==> src/rtl/cpu64_l1_writeback.sv <==
// L1 victim writeback engine: reads a dirty/clean victim line, issues a TileLink C Release(Data),
// waits for ReleaseAck and invalidates the way. Define CPU64_L1_WB_BUF_EN to pre-read TT lines into a buffer.
module cpu64_l1_writeback #(
    parameter int INDEX_W = 5,
    parameter int TAG_W   = 53
) (
    input  logic               clk_i,
    input  logic               rst_ni,
    input  logic               req_valid_i,
    output logic               req_ready_o,
    input  logic [INDEX_W-1:0] req_index_i,
    input  logic [2:0]         req_way_i,
    input  logic [TAG_W-1:0]   req_tag_i,
    input  logic [1:0]         req_state_i,
    output logic               arr_own_o,
    output logic [INDEX_W-1:0] arr_index_o,
    output logic [2:0]         arr_way_o,
    output logic [2:0]         arr_word_o,
    input  logic [63:0]        arr_rdata_i,
    output logic               arr_we_o,
    output logic [1:0]         arr_state_o,
    output logic [7:0]         arr_be_o,
    output logic [TAG_W-1:0]   arr_tag_o,
    output logic               c_valid_o,
    input  logic               c_ready_i,
    output logic [2:0]         c_opcode_o,
    output logic [2:0]         c_param_o,
    output logic [63:0]        c_address_o,
    output logic [63:0]        c_data_o,
    input  logic               d_valid_i,
    input  logic [2:0]         d_opcode_i,
    output logic               d_ready_o,
    output logic               done_o
);

    localparam logic [1:0] ST_N  = 2'd0;
    localparam logic [1:0] ST_B  = 2'd2 - 2'd1;
    localparam logic [1:0] ST_TT = 2'd3;

    typedef enum logic [2:0] {
        S_IDLE     = 3'd0,
`ifdef CPU64_L1_WB_BUF_EN
        S_RD       = 3'd1,
`endif
        S_SEND     = 3'd2,
        S_WAIT_ACK = 3'd3,
        S_INV      = 3'd4
    } state_e;

    state_e             state_q, state_d;
    logic [2:0]         beat_q, beat_d;
    logic [INDEX_W-1:0] index_q, index_d;
    logic [2:0]         way_q, way_d;
    logic [TAG_W-1:0]   tag_q, tag_d;
    logic [1:0]         vstate_q, vstate_d;
    logic               n_done_q, n_done_d;
    logic               is_tt_s;

    assign is_tt_s = (vstate_q == ST_TT);

    // State, beat counter and latched victim fields
    always_ff @(posedge clk_i or negedge rst_ni) begin
        if (!rst_ni) begin
            state_q  <= S_IDLE;
            beat_q   <= 3'd0;
            index_q  <= '0;
            way_q    <= 3'd0;
            tag_q    <= '0;
            vstate_q <= 2'd0;
            n_done_q <= 1'b0;
        end else begin
            state_q  <= state_d;
            beat_q   <= beat_d;
            index_q  <= index_d;
            way_q    <= way_d;
            tag_q    <= tag_d;
            vstate_q <= vstate_d;
            n_done_q <= n_done_d;
        end
    end

`ifdef CPU64_L1_WB_BUF_EN
    logic [63:0] buf_q [8];

    // Line capture buffer filled one word per RD cycle
    always_ff @(posedge clk_i or negedge rst_ni) begin
        if (!rst_ni) begin
            for (int i = 0; i < 8; i++) buf_q[i] <= 64'd0;
        end else if (state_q == S_RD) begin
            buf_q[beat_q] <= arr_rdata_i;
        end else begin
            buf_q[beat_q] <= buf_q[beat_q];
        end
    end
`endif

    // Next-state logic
    always_comb begin
        state_d  = state_q;
        beat_d   = beat_q;
        index_d  = index_q;
        way_d    = way_q;
        tag_d    = tag_q;
        vstate_d = vstate_q;
        n_done_d = 1'b0;
        case (state_q)
            S_IDLE: begin
                if (req_valid_i) begin
                    index_d  = req_index_i;
                    way_d    = req_way_i;
                    tag_d    = req_tag_i;
                    vstate_d = req_state_i;
                    beat_d   = 3'd0;
                    case (req_state_i)
                        ST_N:    n_done_d = 1'b1;
`ifdef CPU64_L1_WB_BUF_EN
                        ST_TT:   state_d = S_RD;
`endif
                        default: state_d = S_SEND;
                    endcase
                end else begin
                    state_d = S_IDLE;
                end
            end
`ifdef CPU64_L1_WB_BUF_EN
            S_RD: begin
                beat_d = beat_q + 3'd1;
                if (beat_q == 3'd7) begin
                    state_d = S_SEND;
                end else begin
                    state_d = S_RD;
                end
            end
`endif
            S_SEND: begin
                // c_valid_o is constant high here, so c_ready_i alone completes a beat
                if (c_ready_i) begin
                    if (is_tt_s) begin
                        beat_d = beat_q + 3'd1;
                    end else begin
                        beat_d = beat_q;
                    end
                    if (!is_tt_s || (beat_q == 3'd7)) begin
                        state_d = S_WAIT_ACK;
                    end else begin
                        state_d = S_SEND;
                    end
                end else begin
                    state_d = S_SEND;
                end
            end
            S_WAIT_ACK: begin
                if (d_valid_i && (d_opcode_i == 3'd6)) begin
                    state_d = S_INV;
                end else begin
                    state_d = S_WAIT_ACK;
                end
            end
            S_INV:   state_d = S_IDLE;
            default: state_d = S_IDLE;
        endcase
    end

    // Output decode from the registered state
    always_comb begin
        req_ready_o = 1'b0;
        arr_own_o   = 1'b0;
        arr_index_o = '0;
        arr_way_o   = 3'd0;
        arr_word_o  = 3'd0;
        arr_we_o    = 1'b0;
        arr_state_o = 2'd0;
        arr_be_o    = 8'd0;
        arr_tag_o   = '0;
        c_valid_o   = 1'b0;
        c_opcode_o  = 3'd0;
        c_param_o   = 3'd0;
        c_address_o = 64'd0;
        c_data_o    = 64'd0;
        d_ready_o   = 1'b0;
        done_o      = n_done_q;
        case (state_q)
            S_IDLE: req_ready_o = 1'b1;
`ifdef CPU64_L1_WB_BUF_EN
            S_RD: begin
                arr_own_o   = 1'b1;
                arr_index_o = index_q;
                arr_way_o   = way_q;
                arr_word_o  = beat_q;
            end
`endif
            S_SEND: begin
                c_valid_o   = 1'b1;
                c_opcode_o  = is_tt_s ? 3'd7 : 3'd6;
                c_param_o   = (vstate_q == ST_B) ? 3'd2 : 3'd1;
                c_address_o = {tag_q, index_q, 6'd0};
`ifdef CPU64_L1_WB_BUF_EN
                // TT data already sits in the buffer, so the array is released to other users
                arr_own_o   = !is_tt_s;
                arr_index_o = is_tt_s ? '0 : index_q;
                arr_way_o   = is_tt_s ? 3'd0 : way_q;
                c_data_o    = is_tt_s ? buf_q[beat_q] : 64'd0;
`else
                arr_own_o   = 1'b1;
                arr_index_o = index_q;
                arr_way_o   = way_q;
                arr_word_o  = beat_q;
                c_data_o    = is_tt_s ? arr_rdata_i : 64'd0;
`endif
            end
            S_WAIT_ACK: d_ready_o = 1'b1;
            S_INV: begin
                arr_own_o   = 1'b1;
                arr_we_o    = 1'b1;
                arr_index_o = index_q;
                arr_way_o   = way_q;
                arr_tag_o   = tag_q;
                done_o      = 1'b1;
            end
            default: req_ready_o = 1'b0;
        endcase
    end

endmodule

==> config.mk <==
export PLATFORM = sky130hd
export DESIGN_NAME = cpu64_l1_writeback
export DESIGN_NICKNAME = d
export VERILOG_FILES = /design/src/rtl/cpu64_l1_writeback.sv
export SDC_FILE = /design/constraint.sdc
export NUM_CORES = 1
export LEC_CHECK = 0
export ABC_AREA = 1
export CAP_MARGIN = 0
export CORE_AREA = 2 2 135 137
export DETAILED_ROUTE_END_ITERATION = 10
export DIE_AREA = 0 0 137 139
export PLACE_DENSITY = 0.65
export REMOVE_ABC_BUFFERS = 1
export SYNTH_ARGS = -nofsm -noshare
export SYNTH_HDL_FRONTEND = slang
export SYNTH_SLANG_ARGS = --single-unit
==> constraint.sdc <==
create_clock -name clk_i -period 1.6 [get_ports clk_i]
set_input_delay 0.24 -clock clk_i [delete_from_list [all_inputs] [get_ports clk_i]]
set_output_delay 0.24 -clock clk_i [all_outputs]
set_load 0.01 [all_outputs]
==> reports/results.ini, run 1 <==
[run_status]
violations = setup timing
outcome = finished with violations

[power_and_ir_drop]
power_density_mw_per_mm2 = 1530
seqPwrFrac = 0.220
internal_power_w = 0.00742
switching_share = 0.423
power.switching_w = 0.00544
combPwrFrac = 0.624
p_leak_nw = 4.11
clkPwrFrac = 0.157
irDropWorstVdd_uv = 777

[yosys]
yosysWarningCount = 0
yosys-top-cells-count = nor2_1 (191), nand2_1 (142), inv_1 (77)
synth_top_flop_cell = dfrtp_1
yosys.area.top_type = dfrtp_1
avgSynthCellArea_sq_um = 6.79
synth_most_common_cell = nor2_1
synthCells = 624
synthArstFlopShare = 1.00
synth_area_leaders = dfrtp_1 (41%), nor2_1 (17%), nand2_1 (13%)
syn_area_sq_mm = 0.00424
ys_seq_area_frac = 0.413
synth_top_area_share = 0.413
synth_seq_cells = 70
synth.distinct_cells = 23
synth-edff-count = 0

[placed_design]
gp_congestion = 0.798
portBuffers = 331
post-place-cells = 1174
dp_hpwl_mm = 13.5

[clock_tree]
htree_levels = 3
cts-root-buf = clkbuf_16
cts_tree = yes
clock_sinks = 70
clk_path_buf_depth = 2
clkTransAtPathRegs_ns = 0.06
clkLatencyLatePin_ns = 0.33
cts_buffers = 9

[detailed_routing]
route.vias.total = 5086
first_pass_iters = 4
wl_mm = 19.3
final_antenna_net_count = 0
drt_iter0_markers = 154
drcViolationCount = 0
wl_per_cell_um = 15.8
routed_via_density = 4.16

[timing]
fin_worst_skew_ns = 0.00363
setup_viol = 196
hold_viol_final = 0
drv_slew = 0
rsz0062_at_grt = true
period_minus_slack_ns = 1.91
clock.fmax_mhz = 523
fin_crit_sh = 1.19
tns_ns = -40.81
setup_ws_ns = -0.312

[setup_path]
crit_path_frequent_cell = buf_12
crit_path_max_fanout = 7
slowest_delay_ns = 0.43
arrival_ns = 1.67
start_kind = flop
path_class = reg2out
cp_cell_sequence = nor2_4 -> nand2_8 -> buf_12 -> buf_12 -> buf_16 -> nor2_1 -> buf_2
crit_path_end_kind = primary output
cp.required_ns = 1.36
crit_slowest_cell = dfrtp_2

[global_routing]
grt_pass1_wl_mm = 26.8
grt_overflow = 0
grt_max_degree = 71
track_usage = 0.186
grt_pass1_vias = 4834
antenna_found_initial = 0

[run]
cap_viol_max_count = 0

[final_layout]
antennaDiodeCount = 0
utilization = 0.478
fin_nets = 1128
layout.cells.non_filler = 1224
area_growth_pct = 99.0
drive_above_1_share = 0.366

[hold_path]
hp-class = in2reg

[die]
die_x_um = 137
core_area_sq_mm = 0.0177
die_area_sq_mm = 0.0190
dieHeight_um = 139
pin_count = 349
rows = 49
initial_core_util = 0.240

[state kept, by name, indices dropped and copies added (netlist names)]
register / cells
state_q: 3
index_q: 5
vstate_q: 2
tag_q: 53
way_q: 3
n_done_q: 1
beat_q: 3
[cells in the final DEF (no fill, tap or decap), types with 2 or more instances in the layout]
cell type          n
inv_2              4
nor3_1             2
clkbuf_2          25
dfrtp_1           69
ha_1               2
nor2_2            49
nand3_1            3
inv_1             73
clkbuf_16         14
buf_6             48
o21ai_1            5
nand2_1          140
clkbuf_8           2
buf_16             4
nor2_4            36
clkdlybuf4s15_2   12
clkdlybuf4s50_1  133
conb_1            17
buf_8              3
buf_4             29
buf_12            14
clkinv_2           2
buf_2            110
o21ai_0           59
nor2_1           110
dlygate4sd2_1     12
[power groups by stage]
stage	combinational [W]	sequential (W)	clock [W]
floorplan	0.00257	0.00280	0
global placement	0.00669	0.00282	0
detailed placement	0.00675	0.00284	0
CTS	0.00717	0.00283	0.00207
global route	0.00874	0.00292	0.00216
finish	0.00802	0.00283	0.00201
[cell type report]
class | instances | area [sq um]
inverters | 80 | 320
repair inverters | 1 | 11.3
multi-input cells | 432 | 2170
well taps | 229 | 287
fillers | 1794 | 9230
clock buffers | 12 | 256
clock inverters | 3 | 43.8
flip-flops and latches | 70 | 1750
repair buffers | 397 | 3590
[critical path, delay by kind of cell, from the launching register on]
kind	cells	cell delay (ns)
buf+inv	4	0.54
flops	1	0.43
simple gates	3	0.36
[path summary, 6_finish.rpt]
kind	startpoint	to	slack, ns	depth (start not counted)
min reg2reg	beat_q[0]	beat_q[0]	0.51	2
min	req_tag_i[13]	tag_q[13]	0.46	3
max	state_q[2]	c_address_o[15]	-0.31	7
min in group asynchronous	rst_ni	tag_q[49]	0.47	3
max in group asynchronous	rst_ni	state_q[2]	0.81	3
max reg2reg	state_q[2]	beat_q[0]	0.02	9
[per-layer routing]
layer  global-route usage  up-vias  wire (um)  part of all wire
met5                    0        -          0                 0
met4               0.0803        0        675             0.035
li1                     -     2552          -                 -
met1                0.199     2281       7280              0.38
met3               0.0603       28       1730             0.089
met2                0.332      225       9650              0.50
[per-stage QoR]
step / power, W / setup WS, ns / area (sq um) / hold WS [ns]
after global placement: 0.00951 / -0.398 / 7800 / 0.286
after CTS: 0.0121 / -0.339 / 7820 / 0.438
after floorplan: 0.00537 / -2.61 / 3830 / -0.0556
after detailed placement: 0.00960 / -0.419 / 7800 / 0.286
after global routing: 0.0138 / -0.385 / 8430 / 0.456
final: 0.0129 / -0.312 / 8430 / 0.459
[kinds of logic (layout without fill, tap and decap cells)]
family | Yosys count | after routing | share of synthesized area
adders and majority gates | 2 | 2 | 0.00590
buffers and inverters | 138 | 493 | 0.182
DFF | 70 | 70 | 0.413
and+or+nand+nor | 348 | 348 | 0.321
AOI/OAI and AO/OA | 65 | 65 | 0.0768
other | 1 | 17 | 0.000885
[repair_timing]
item | 4_1_cts | 5_1_grt
cloned | 5 | 8
hold buffers | 1 | 0
buffers inserted | 12 | 11
resized for setup | 676 | 234
endpoints found under the hold margin | 70 | 0
pin swaps | 4 | 2
endpoints found under the setup margin | 197 | 197
Power figures use the tool's default switching activity.
==> run 2, diff against run 1 <==
--- a/config.mk
+++ b/config.mk
@@ -7,9 +7,9 @@
 export LEC_CHECK = 0
 export ABC_AREA = 1
 export CAP_MARGIN = 0
-export CORE_AREA = 2 2 135 137
+export CORE_AREA = 3 3 136 138
 export DETAILED_ROUTE_END_ITERATION = 10
-export DIE_AREA = 0 0 137 139
+export DIE_AREA = 0 0 139 141
 export PLACE_DENSITY = 0.65
 export REMOVE_ABC_BUFFERS = 1
 export SYNTH_ARGS = -nofsm -noshare
==> run 2 against run 1 <==
  * The run still ends with setup timing left
  * Register-to-register slack worse by 0.02 ns
  * Final cell count up 0.74%
  * Utilization up 9.0 points
  * Critical endpoint is now c_data_o[41]
  * Largest cell class unchanged
==> reports/results.ini, run 2 (same netlist as run 1, synthesis figures left out) <==
[final_layout]
largest_reg_flops = 53
mostFrequentLayoutCells = buf_6 (134), clkdlybuf4s50_1 (133), nand2_1 (127), nor2_4 (116), buf_2 (79)
drive_above_1_share = 0.454
fin_nets = 1140
layout.cells.non_filler = 1233
layout_commonest_cell = buf_6
final_area_sq_mm = 0.00981
area_growth_pct = 132
reg_top3 = tag_q (53), index_q (5)
antennaDiodeCount = 0
regMostFlops = tag_q

[clock_tree]
htree_levels = 3
clk_path_buf_depth = 2
cts_tree = yes
cts-root-buf = clkbuf_16
cts_buffers = 9
clkLatencyLatePin_ns = 0.34
clkTransAtPathRegs_ns = 0.06
clock_sinks = 70

[die]
rows = 48
die_x_um = 139
pin_count = 349
initial_core_util = 0.245
die_area_sq_mm = 0.0196
dieHeight_um = 141
core_area_sq_mm = 0.0173

[power_and_ir_drop]
p_total_w = 0.0167
irDropWorstVdd_uv = 1300
power_density_mw_per_mm2 = 1710
p_leak_nw = 4.40

[placed_design]
portBuffers = 331
place_ws_ns = -0.456
gp_congestion = 0.832
dpl-instance-area_sq_mm = 0.00770
dp_hpwl_mm = 14.0
post-place-cells = 1163

[timing]
setup_ws_ns = -0.349
setup_viol = 196
period_minus_slack_ns = 1.95
clock.fmax_mhz = 513
fin_crit_sh = 1.22
rsz0062_at_grt = true
fin_worst_skew_ns = 0.0114
hold_viol_final = 0
drv_slew = 0

[global_routing]
track_usage = 0.199
grt_max_degree = 71
grt_pass1_vias = 5288
grt_overflow = 0
grt_pass1_wl_mm = 30.3
antenna_found_initial = 0

[run]
cap_viol_max_count = 0

[detailed_routing]
routed_via_density = 4.46
drcViolationCount = 0
drt_iter0_markers = 161
wl_per_cell_um = 18.4
first_pass_iters = 6
wl_mm = 22.7
final_antenna_net_count = 0
route.vias.total = 5500

[setup_path]
cp.required_ns = 1.36
arrival_ns = 1.71
start_kind = flop
path_class = reg2out
crit_path_max_fanout = 5
crit_path_end_kind = primary output

[hold_path]
hp-class = in2async

[run_status]
violations = setup timing
outcome = finished with violations

==> run 2: changes by cell type in the layout (fill, tap and decap cells not counted), sizes merged <==
cell | before | now
buf | 208 | 260
clkbuf | 42 | 25
clkdlybuf4s15 | 13 | 0
dlygate4sd2 | 12 | 0
nand2 | 142 | 145
bufinv | 1 | 0
clkinvlp | 0 | 1
==> run 2: cell type report <==
type | instances | area, sq um
Sequential cell | 70 | 1750
Tap cell | 225 | 282
Inverter | 80 | 320
Timing Repair Buffer | 407 | 4350
Multi-Input combinational cell | 435 | 2840
Fill cell | 1530 | 7480
Clock buffer | 12 | 246
Clock inverter | 4 | 22.5
==> run 2: routing by layer <==
metal  GRT usage  wire length, um
met1       0.220             8220
met2       0.366            12200
met3      0.0414             1490
met4      0.0865              875
met5           0                0
==> run 2: report_power, final <==
part	total [W]	internal (W)	switching (W)
clock	0.00183	0.00108	0.000751
combinational	0.0121	0.00566	0.00640
sequential	0.00284	0.00259	0.000257
==> run 2: path summary, 6_finish.rpt <==
kind	from	endpoint	slack, ns	cells after the start
max	state_q[2]	c_data_o[41]	-0.35	7
min	rst_ni	tag_q[21]	0.44	3
max reg2reg	state_q[2]	state_q[0]	0	9
min reg2reg	beat_q[0]	beat_q[0]	0.51	2
max in group asynchronous	rst_ni	state_q[0]	0.81	3
min in group clk_i	req_tag_i[17]	tag_q[17]	0.45	3
==> run 2: critical path, cell delays in order, from the launching register on <==
cell,delay [ns]
dfrtp_1,0.43
nor2_4,0.19
buf_12,0.15
nand2_8,0.09
buf_12,0.15
buf_6,0.11
nor2_4,0.14
buf_6,0.12
==> run 2: what timing repair did <==
item / in CTS / in global routing
setup endpoints to repair: 197 / 200
gates resized for setup: 804 / 438
hold buffers: 1 / 0
setup buffers: 18 / 11
pin swaps: 14 / 22
endpoints found under the hold margin: 70 / 0
gates cloned: 13 / 13
==> run 2: per-stage QoR <==
| stage | util | hold slack, ns | setup TNS (ns) |
|---|---|---|---|
| 3_5_place_dp | 0.445 | 0.288 | -58.92 |
| 3_3_place_gp | 0.445 | 0.283 | -56.28 |
| 2_1_floorplan | - | -0.0556 | -244.85 |
| 6_report | 0.567 | 0.440 | -50.87 |
| 4_1_cts | 0.487 | 0.435 | -56.70 |
| 5_1_grt | 0.567 | 0.458 | -65.10 |
==> run 3, diff against run 2 <==
--- a/config.mk
+++ b/config.mk
@@ -12,6 +12,8 @@
 export DIE_AREA = 0 0 139 141
 export PLACE_DENSITY = 0.65
 export REMOVE_ABC_BUFFERS = 1
+export SETUP_SLACK_MARGIN = 0.5
+export SKIP_CTS_REPAIR_TIMING = 1
 export SYNTH_ARGS = -nofsm -noshare
 export SYNTH_HDL_FRONTEND = slang
 export SYNTH_SLANG_ARGS = --single-unit
==> constraint.sdc (replaced) <==
create_clock -name clk_i -period 2.29 [get_ports clk_i]
set_input_delay 0.3435 -clock clk_i [delete_from_list [all_inputs] [get_ports clk_i]]
set_output_delay 0.3435 -clock clk_i [all_outputs]
set_load 0.01 [all_outputs]
==> run 3 against run 2 <==
  * Combinational power fell by 42%
  * Sequential power fell by 30%
  * The run now ends clean
  * Critical path type unchanged
  * Non-clock buffer count fell by 30
  * Clock skew fell by 0.0043 ns
==> reports/results.ini, run 3 (same netlist as run 1, synthesis figures left out) <==
[setup_path]
crit_path_max_fanout = 3
path_class = reg2out
arrival_ns = 1.83
cp.required_ns = 1.95
crit_path_end_kind = primary output
start_kind = flop

[timing]
worst_pin_slew_ns = 0.911
fin_crit_sh = 0.950
fin_worst_skew_ns = 0.00709
fin_hold_ws_ns = 0.138
maxSlewHeadroom = 0.393
rsz0062_at_grt = true
hold_viol_final = 0
drv_slew = 0
clock.fmax_mhz = 460
setup_viol = 0
period_minus_slack_ns = 2.18

[run]
cap_viol_max_count = 0

[global_routing]
grt_max_degree = 71
antenna_found_initial = 0
grt_pass1_vias = 4948
grt_pass1_wl_mm = 27.4
track_usage = 0.175
grt_overflow = 0

[clock_tree]
clkTransAtPathRegs_ns = 0.06
clkLatencyLatePin_ns = 0.33
clk_path_buf_depth = 2
cts_tree = yes
cts-root-buf = clkbuf_16
cts_buffers = 9
clock_sinks = 70
htree_levels = 3

[final_layout]
area_growth_pct = 122
fin_nets = 1108
drive_above_1_share = 0.294
regMostFlops = tag_q
reg_top3 = tag_q (53), index_q (5)
layout.cells.non_filler = 1200
mostFrequentLayoutCells = clkdlybuf4s50_1 (137), nand2_1 (136), nor2_1 (100), nor2_4 (85), buf_6 (85)
layout_commonest_cell = clkdlybuf4s50_1
antennaDiodeCount = 0
largest_reg_flops = 53

[power_and_ir_drop]
power_density_mw_per_mm2 = 1140
p_leak_nw = 5.40
irDropWorstVdd_uv = 561
p_total_w = 0.0107

[die]
rows = 48
die_x_um = 139
die_area_sq_mm = 0.0196
core_area_sq_mm = 0.0173
initial_core_util = 0.245
pin_count = 349
dieHeight_um = 141

[detailed_routing]
first_pass_iters = 4
final_antenna_net_count = 0
drcViolationCount = 0
route.vias.total = 5239
wl_mm = 21.9
drt_iter0_markers = 181
wl_per_cell_um = 18.2
routed_via_density = 4.37

[placed_design]
post-place-cells = 1149
gp_congestion = 0.850
dp_hpwl_mm = 13.8
portBuffers = 331

[hold_path]
hp-class = in2async

[run_status]
outcome = complete, no violations

[run 3: changes by cell type in the layout (fill, tap and decap cells not counted), sizes merged]
| cell | before | now |
|---|---|---|
| dlygate4sd3 | 1 | 0 |
| bufinv | 0 | 3 |
| clkdlybuf4s50 | 133 | 137 |
| dlymetal6s2s | 0 | 81 |
| buf | 260 | 133 |
| nand2 | 145 | 143 |
| clkbuf | 25 | 36 |
| clkinv | 3 | 1 |
[run 3: final timing paths]
path	startpoint	end	slack [ns]	depth (start not counted)
max	state_q[1]	arr_we_o	0.11	6
min	rst_ni	tag_q[21]	0.14	1
max reg2reg	state_q[1]	tag_q[11]	0.74	8
min reg2reg	beat_q[1]	beat_q[1]	0.52	2
max in group asynchronous	rst_ni	state_q[2]	1.50	1
min in group clk_i	beat_q[1]	beat_q[1]	0.52	2
[run 3: power by group]
part           switching, W  internal (W)
sequential         0.000171       0.00180
clock              0.000531       0.00109
combinational       0.00393       0.00314
[run 3: critical path, stage by stage (launching register included)]
cell and delay (ns):
dfrtp_1 0.39, buf_4 0.14, nor2_4 0.12, inv_1 0.08, nor2_4 0.10, buf_4 0.14
clkdlybuf4s50_1 0.54
[run 3: layout make-up]
type | count | area [sq um]
Clock buffer | 10 | 239
Clock inverter | 5 | 106
Fill cell | 1590 | 7900
Inverter | 80 | 307
Multi-Input combinational cell | 433 | 2460
Sequential cell | 70 | 1750
Tap cell | 225 | 282
Timing Repair Buffer | 377 | 4240
[run 3: per-layer routing]
layer,vias up,global-route usage,wire (um)
li1,2512,-,-
met5,-,0,0
met1,2420,0.200,8260
met2,261,0.319,11400
met4,0,0.0505,720
met3,46,0.0488,1480
[run 3: per-stage QoR]
| step | util | TNS, ns | worst slack (ns) | instance area [sq um] |
|---|---|---|---|---|
| final | 0.543 | 0 | 0.115 | 9390 |
| after floorplan | - | -147.00 | -2.03 | 3830 |
| after global placement | 0.439 | 0 | 0.0872 | 7590 |
| after detailed placement | 0.439 | 0 | 0.0748 | 7590 |
| after global routing | 0.543 | 0 | 0.0469 | 9390 |
| after CTS | 0.459 | -20.59 | -0.289 | 7930 |
